===== config.mk =====
export PLATFORM = sky130hd
export DESIGN_NAME = csr_trap_unit
export DESIGN_NICKNAME = d
export VERILOG_FILES = /design/src/rtl/csr_trap_unit.sv
export SDC_FILE = /design/constraint.sdc
export NUM_CORES = 1
export LEC_CHECK = 0
export BUFFER_PORTS_ARGS = -buffer_cell sky130_fd_sc_hd__buf_4
export CAP_MARGIN = 20
export CORE_ASPECT_RATIO = 0.6
export CORE_MARGIN = 4
export CORE_UTILIZATION = 55
export CTS_CLUSTER_DIAMETER = 60
export CTS_CLUSTER_SIZE = 14
export DETAILED_ROUTE_END_ITERATION = 8
export PLACE_DENSITY = 0.8
export SLEW_MARGIN = 5
export SYNTH_ARGS = -nofsm -noshare
export SYNTH_HDL_FRONTEND = slang
export SYNTH_SLANG_ARGS = --single-unit

===== constraint.sdc =====
create_clock -name clk -period 3.5 [get_ports clk]
set_input_delay 0.525 -clock clk [delete_from_list [all_inputs] [get_ports clk]]
set_output_delay 0.525 -clock clk [all_outputs]
set_load 0.05 [all_outputs]

===== src/rtl/csr_trap_unit.sv =====
// Machine-mode CSR file with trap entry/return sequencing for a single hart.
// Traps and mret produce a one-cycle redirect pulse toward the fetch unit.
module csr_trap_unit #(
  parameter int              XLEN      = 64,
  parameter logic [XLEN-1:0] HARTID    = {XLEN{1'b0}},
  parameter logic [XLEN-1:0] MTVEC_RST = {XLEN{1'b0}}
) (
  input  logic            clk,
  input  logic            rst,
  input  logic [1:0]      csr_op_i,
  input  logic [11:0]     csr_addr_i,
  input  logic [XLEN-1:0] csr_wdata_i,
  output logic [XLEN-1:0] csr_rdata_o,
  output logic            csr_illegal_o,
  input  logic            retire_i,
  input  logic            exc_valid_i,
  input  logic [3:0]      exc_cause_i,
  input  logic [XLEN-1:0] exc_pc_i,
  input  logic [XLEN-1:0] exc_tval_i,
  input  logic            mret_i,
  input  logic            int_ok_i,
  input  logic [XLEN-1:0] int_pc_i,
  input  logic            msip_i,
  input  logic            mtip_i,
  input  logic            meip_i,
  output logic            redirect_valid_o,
  output logic [XLEN-1:0] redirect_pc_o,
  output logic            int_taken_o
);

  localparam logic [11:0] A_MSTATUS  = 12'h300;
  localparam logic [11:0] A_MIE      = 12'h304;
  localparam logic [11:0] A_MTVEC    = 12'h305;
  localparam logic [11:0] A_MEPC     = 12'h341;
  localparam logic [11:0] A_MCAUSE   = 12'h342;
  localparam logic [11:0] A_MTVAL    = 12'h343;
  localparam logic [11:0] A_MIP      = 12'h344;
  localparam logic [11:0] A_MCYCLE   = 12'hB00;
  localparam logic [11:0] A_MINSTRET = 12'hB02;
  localparam logic [11:0] A_MHARTID  = 12'hF14;

  localparam logic [XLEN-1:0] IRQ_MASK = {{(XLEN-12){1'b0}}, 12'h888};
  localparam logic [XLEN-1:0] ONE      = {{(XLEN-1){1'b0}}, 1'b1};
  localparam logic [XLEN-1:0] ZERO     = {XLEN{1'b0}};

  typedef enum logic [0:0] {
    ST_IDLE     = 1'b0,
    ST_REDIRECT = 1'b1
  } state_t;

  state_t          r_state;
  state_t          w_state_nxt;
  logic            r_mstatus_mie;
  logic            r_mstatus_mpie;
  logic [XLEN-1:0] r_mie;
  logic [XLEN-1:0] r_mip;
  logic [XLEN-1:0] r_mtvec;
  logic [XLEN-1:0] r_mepc;
  logic [XLEN-1:0] r_mcause;
  logic [XLEN-1:0] r_mtval;
  logic [XLEN-1:0] r_mcycle;
  logic [XLEN-1:0] r_minstret;
  logic            r_redirect_valid;
  logic [XLEN-1:0] r_redirect_pc;
  logic            r_int_taken;

  logic [XLEN-1:0] w_mstatus_rd;
  logic [XLEN-1:0] w_old;
  logic [XLEN-1:0] w_new;
  logic            w_legal_addr;
  logic            w_readonly;
  logic            w_wr_req;
  logic [XLEN-1:0] w_irq;
  logic            w_pending;
  logic [3:0]      w_int_code;
  logic            w_idle;
  logic            w_exc_take;
  logic            w_int_take;
  logic            w_mret_take;
  logic            w_csr_we;
  logic [XLEN-1:0] w_base;
  logic [XLEN-1:0] w_target;
  logic            w_redirect_valid_nxt;
  logic [XLEN-1:0] w_redirect_pc_nxt;
  logic            w_int_taken_nxt;

  // MPP is hardwired to machine mode, so only MIE/MPIE are stored.
  assign w_mstatus_rd = {{(XLEN-13){1'b0}}, 2'b11, 3'b000, r_mstatus_mpie,
                         3'b000, r_mstatus_mie, 3'b000};

  // CSR read mux, address decode and read-only classification.
  always_comb begin
    w_old        = ZERO;
    w_legal_addr = 1'b1;
    w_readonly   = 1'b0;
    case (csr_addr_i)
      A_MSTATUS:  w_old = w_mstatus_rd;
      A_MIE:      w_old = r_mie;
      A_MTVEC:    w_old = r_mtvec;
      A_MEPC:     w_old = r_mepc;
      A_MCAUSE:   w_old = r_mcause;
      A_MTVAL:    w_old = r_mtval;
      A_MIP:      begin w_old = r_mip;  w_readonly = 1'b1; end
      A_MCYCLE:   w_old = r_mcycle;
      A_MINSTRET: w_old = r_minstret;
      A_MHARTID:  begin w_old = HARTID; w_readonly = 1'b1; end
      default:    w_legal_addr = 1'b0;
    endcase
  end

  // Read-modify-write value and whether the op actually writes.
  always_comb begin
    w_new    = w_old;
    w_wr_req = 1'b0;
    case (csr_op_i)
      2'b01:   begin w_new = csr_wdata_i;          w_wr_req = 1'b1; end
      2'b10:   begin w_new = w_old | csr_wdata_i;  w_wr_req = (csr_wdata_i != ZERO); end
      2'b11:   begin w_new = w_old & ~csr_wdata_i; w_wr_req = (csr_wdata_i != ZERO); end
      default: begin w_new = w_old;                w_wr_req = 1'b0; end
    endcase
  end

  assign csr_rdata_o = w_old;

  // Illegal access is reported regardless of FSM state or competing events.
  always_comb begin
    if (csr_op_i != 2'b00) begin
      csr_illegal_o = ~w_legal_addr | (w_readonly & w_wr_req);
    end else begin
      csr_illegal_o = 1'b0;
    end
  end

  assign w_irq     = r_mie & r_mip;
  assign w_pending = r_mstatus_mie & (|w_irq);

  // Interrupt cause selection: external, then software, then timer.
  always_comb begin
    if (w_irq[11]) begin
      w_int_code = 4'd11;
    end else if (w_irq[3]) begin
      w_int_code = 4'd3;
    end else begin
      w_int_code = 4'd7;
    end
  end

  assign w_idle      = (r_state == ST_IDLE);
  assign w_exc_take  = w_idle & exc_valid_i;
  assign w_int_take  = w_idle & w_pending & int_ok_i & ~exc_valid_i;
  assign w_mret_take = w_idle & mret_i & ~exc_valid_i & ~w_int_take;
  assign w_csr_we    = w_idle & w_wr_req & ~csr_illegal_o & ~exc_valid_i
                     & ~w_int_take & ~mret_i;

  assign w_base = {r_mtvec[XLEN-1:2], 2'b00};

  // Redirect target: vectored mode only applies to interrupts.
  always_comb begin
    if (w_exc_take) begin
      w_target = w_base;
    end else if (w_int_take) begin
      if (r_mtvec[0]) begin
        w_target = w_base + {{(XLEN-6){1'b0}}, w_int_code, 2'b00};
      end else begin
        w_target = w_base;
      end
    end else begin
      w_target = r_mepc;
    end
  end

  // FSM state register.
  always_ff @(posedge clk) begin
    if (rst) begin
      r_state <= ST_IDLE;
    end else begin
      r_state <= w_state_nxt;
    end
  end

  // FSM next state and next redirect outputs.
  always_comb begin
    w_state_nxt          = r_state;
    w_redirect_valid_nxt = 1'b0;
    w_redirect_pc_nxt    = r_redirect_pc;
    w_int_taken_nxt      = 1'b0;
    case (r_state)
      ST_IDLE: begin
        if (w_exc_take | w_int_take | w_mret_take) begin
          w_state_nxt          = ST_REDIRECT;
          w_redirect_valid_nxt = 1'b1;
          w_redirect_pc_nxt    = w_target;
          w_int_taken_nxt      = w_int_take;
        end else begin
          w_state_nxt = ST_IDLE;
        end
      end
      ST_REDIRECT: w_state_nxt = ST_IDLE;
      default:     w_state_nxt = ST_IDLE;
    endcase
  end

  // Registered redirect outputs.
  always_ff @(posedge clk) begin
    if (rst) begin
      r_redirect_valid <= 1'b0;
      r_redirect_pc    <= ZERO;
      r_int_taken      <= 1'b0;
    end else begin
      r_redirect_valid <= w_redirect_valid_nxt;
      r_redirect_pc    <= w_redirect_pc_nxt;
      r_int_taken      <= w_int_taken_nxt;
    end
  end

  assign redirect_valid_o = r_redirect_valid;
  assign redirect_pc_o    = r_redirect_pc;
  assign int_taken_o      = r_int_taken;

  // Interrupt line sampling and free-running counters.
  always_ff @(posedge clk) begin
    if (rst) begin
      r_mip      <= ZERO;
      r_mcycle   <= ZERO;
      r_minstret <= ZERO;
    end else begin
      r_mip <= {{(XLEN-12){1'b0}}, meip_i, 3'b000, mtip_i, 3'b000, msip_i, 3'b000};
      if (w_csr_we && (csr_addr_i == A_MCYCLE)) begin
        r_mcycle <= w_new;
      end else begin
        r_mcycle <= r_mcycle + ONE;
      end
      if (w_csr_we && (csr_addr_i == A_MINSTRET)) begin
        r_minstret <= w_new;
      end else if (retire_i) begin
        r_minstret <= r_minstret + ONE;
      end else begin
        r_minstret <= r_minstret;
      end
    end
  end

  // Trap entry, mret and software writes to the trap CSRs, in priority order.
  always_ff @(posedge clk) begin
    if (rst) begin
      r_mstatus_mie  <= 1'b0;
      r_mstatus_mpie <= 1'b0;
      r_mie          <= ZERO;
      r_mtvec        <= MTVEC_RST;
      r_mepc         <= ZERO;
      r_mcause       <= ZERO;
      r_mtval        <= ZERO;
    end else if (w_exc_take) begin
      r_mepc         <= exc_pc_i & ~ONE;
      r_mcause       <= {1'b0, {(XLEN-5){1'b0}}, exc_cause_i};
      r_mtval        <= exc_tval_i;
      r_mstatus_mpie <= r_mstatus_mie;
      r_mstatus_mie  <= 1'b0;
    end else if (w_int_take) begin
      r_mepc         <= int_pc_i & ~ONE;
      r_mcause       <= {1'b1, {(XLEN-5){1'b0}}, w_int_code};
      r_mtval        <= ZERO;
      r_mstatus_mpie <= r_mstatus_mie;
      r_mstatus_mie  <= 1'b0;
    end else if (w_mret_take) begin
      r_mstatus_mie  <= r_mstatus_mpie;
      r_mstatus_mpie <= 1'b1;
    end else if (w_csr_we) begin
      case (csr_addr_i)
        A_MSTATUS: begin
          r_mstatus_mie  <= w_new[3];
          r_mstatus_mpie <= w_new[7];
        end
        A_MIE:    r_mie    <= w_new & IRQ_MASK;
        A_MTVEC:  r_mtvec  <= {w_new[XLEN-1:2], 1'b0, w_new[0]};
        A_MEPC:   r_mepc   <= w_new & ~ONE;
        A_MCAUSE: r_mcause <= w_new;
        A_MTVAL:  r_mtval  <= w_new;
        default:  r_mtval  <= r_mtval;
      endcase
    end else begin
      r_mstatus_mie <= r_mstatus_mie;
    end
  end

endmodule


==> impl_metrics.toml <==
[outcome]
status = "complete, no violations"

[critical_path]
cp_slowest_cell = "a2111oi_0"
path_cells = "nand2_1 > inv_1 > a21oi_1 > ha_1 > o21a_1 > o21ai_0 > a21oi_1 > nand3_1 > xor2_1 > a2111oi_0 > a21o_1"
worstPathArrival_ns = 3.85
crit_top_cell = "a21oi_1"
crit_path_end_kind = "flip-flop"
required_ns = 4.01
cp.buffers_inverters = 1
critPathLaunchType = "flip-flop"
crit_path_max_incr_delay_ns = 0.66
path_class = "reg -> reg"
ff2ff_setup_slack_ns = 0.16
crit_family = "compound AO/OA/AOI/OAI gates"
cp_max_fo = 3

[routing]
dr_total_vias = 31810
wirelength_mm = 127.6
drt_pass1_iterations = 8
dr.first_iter.drc_count = 5977
ant_nets = 0
drc = 0
viasPerCell = 7.032
wl_per_cell_um = 28.19

[sta]
finalHoldViolCount = 0
period_needed_ns = 3.340
drv_slew = 0
max_freq_mhz = 299.4
finalCritPeriodShare = 0.9544
worst_pin_slew_ns = 1.054
setup_viol = 0
rsz0062_at_grt = "false"
clock_skew_ns = 0.01347
slew_headroom = 0.2947
setup_tns_ns = 0

[finish]
final_common_cell = "buf_4"
syn2layout_area_growth_pct = 20.25
fill_cells = 4296
most-common-layout-cells = "580 x buf_4, 455 x dfxtp_1, 409 x nand2_1, 398 x nor2_1, 323 x a21oi_1"
drive_above_1_share = 0.1976
nNetsFinal = 4156

[pwr]
p_total_w = 0.01180
power_density_nw_per_um2 = 357.2
ir_drop_uv = 320.8
p_leak_nw = 12.48
internal_power_w = 0.008190
p_sw_frac = 0.3056
clkPwrFrac = 0.348
netSwitchingPower_w = 0.003605
combinationalPowerShare = 0.185
power_frac_seq = 0.467

[die]
fp.dieW_um = 296.5
die_h_um = 181.1
core_area_um2 = 49340
dieArea_um2 = 53680
ioPinCount = 414
row_count = 63
start_util = 0.5565

[clock_tree]
clock_latency_ns = 0.57
cts.repair.resized = 0
cts_tree = "yes"
cts-htree-levels = 2
clk_pin_slew_ns = 0.07
post_cts_buffers = 0
cts_buffer_depth = 3
clockRootBuffer = "clkbuf_16"
cts_sinks = 455
cts_made_buffers = 38
postCtsHoldBufs = 0

[logic_synthesis]
synth-async-reset-ratio = 0
ys_seq_area_frac = 0.3317
synth_area_um2 = 27460
synth_cells = 3541
synth.distinct_cells = 85
post_synth.cell_area_avg_um2 = 7.755
synth_edf_count = 0
synthFlopType = "dfxtp_1"
syn-num-nets = 3829
yosysWarnings = 0
ys_ff_latch = 455

[place]
gp_congestion = 1.074
hpwl_mm = 93.00
portBuffers = 410

[global_route]
grt_max_degree = 113
grtUsageTotal = 0.4509
antenna_found_initial = 3
overflow = 0
grt_pass1_wl_mm = 184.7
grt_pass1_vias = 28760

[min_path]
hold_path.class = "in -> reg"

[run]
cap_violations = 0
[cell usage after synthesis (all sizes together), types with 22 or more instances]
cell type	instances	area [µm²]
a22oi	90	675.7
nor3	69	376.6
and3	34	212.7
nand3	118	590.6
and2	22	137.6
a221oi	97	849.6
a221o	29	290.3
and3b	42	367.9
o21ai	54	274.0
and4	26	227.7
nand2	410	1539
nor4	40	362.8
mux2	55	619.3
a211oi	290	2190
dfxtp	455	9109
o22ai	37	231.5
clkbuf	223	839.6
o211ai	36	270.3
buf	98	491.7
nand4	59	387.9
a21oi	324	1625
inv	66	247.7
xnor2	140	1226
xor2	84	735.7
mux2i	29	290.3
nor2	406	1526
[worst paths after layout]
kind / from / endpoint / cells past startpoint
worst max-delay path: r_mip[11] / redirect_pc_o[15] / 11
worst min-delay path: msip_i / r_mip[3] / 2
worst min register to register: redirect_pc_o[27] / redirect_pc_o[27] / 2
worst max register to register: r_mip[11] / redirect_pc_o[15] / 11
[cells by family after synthesis]
kind of cell | count (synthesis) | share of synthesized area
simple gates | 1286 | 0.2273
compound gates | 1096 | 0.2761
flops | 455 | 0.3317
buf+inv | 390 | 0.05792
xor+xnor | 224 | 0.07145
mux | 84 | 0.03313
fa+ha+maj | 5 | 0.002278
other cells | 1 | 0.0001366
[through the flow]
step	util	hold WS [ns]	setup WS, ns	instances	area [µm²]
after global placement	0.6482	0.4298	0.3401	4478	31990
after detailed placement	0.6482	0.4351	0.2516	4478	31990
after global routing	0.6692	0.1840	0.1155	4524	33020
final	0.6692	0.1668	0.1595	4524	33020
after floorplan	-	0.4276	0.1357	3541	27460
after CTS	0.6691	0.1652	0.2707	4522	33020
[layer usage]
layer | global-route usage | vias to the layer above | part of all wire | wire [µm]
met5 | 0 | - | 0.00010 | 13
met4 | 0.2821 | 2 | 0.082 | 10420
met3 | 0.1455 | 612 | 0.16 | 20200
met2 | 0.6308 | 2851 | 0.40 | 50710
met1 | 0.5984 | 14680 | 0.36 | 46210
li1 | - | 13660 | - | -
[power by group through the flow]
stage | clock [W] | sequential (W) | combinational, W
floorplan | 0 | 0.00573 | 0.000972
global placement | 0 | 0.00561 | 0.00206
detailed placement | 0 | 0.00561 | 0.00208
CTS | 0.00406 | 0.00550 | 0.00209
global route | 0.00425 | 0.00552 | 0.00226
finish | 0.00411 | 0.00551 | 0.00218
[layout make-up]
| class | count | area, µm² | share of cell area |
|---|---|---|---|
| diodes | 2 | 5.005 | 0.0001516 |
| clock buffers | 43 | 1021 | 0.03092 |
| clock inverters | 1 | 8.758 | 0.0002652 |
| inverters | 69 | 259.0 | 0.007844 |
| multi-input cells | 2696 | 16900 | 0.5117 |
| flip-flops and latches | 455 | 9109 | 0.2759 |
| well taps | 650 | 813.3 | 0.02463 |
| repair buffers | 608 | 4910 | 0.1487 |
[flip-flops by register name (all words and copies together), names as in the netlist]
register,flops
r_state,1
r_mcause,64
r_mtvec,63
r_mcycle,64
r_mstatus_mpie,1
redirect_pc_o,63
r_mip,3
r_mtval,64
int_taken_o,1
r_mstatus_mie,1
r_mepc,63
r_minstret,64
r_mie,3
[worst register-to-register path, cell delays in order, from the launching register on]
cell and delay [ns]:
dfxtp_1 0.35, nand2_1 0.12, inv_1 0.12, a21oi_1 0.32, ha_1 0.33, o21a_1 0.15
o21ai_0 0.54, a21oi_1 0.32, nand3_1 0.17, xor2_1 0.07, a2111oi_0 0.66, a21o_1 0.13
Note: power is estimated with default switching activity, not from simulation.
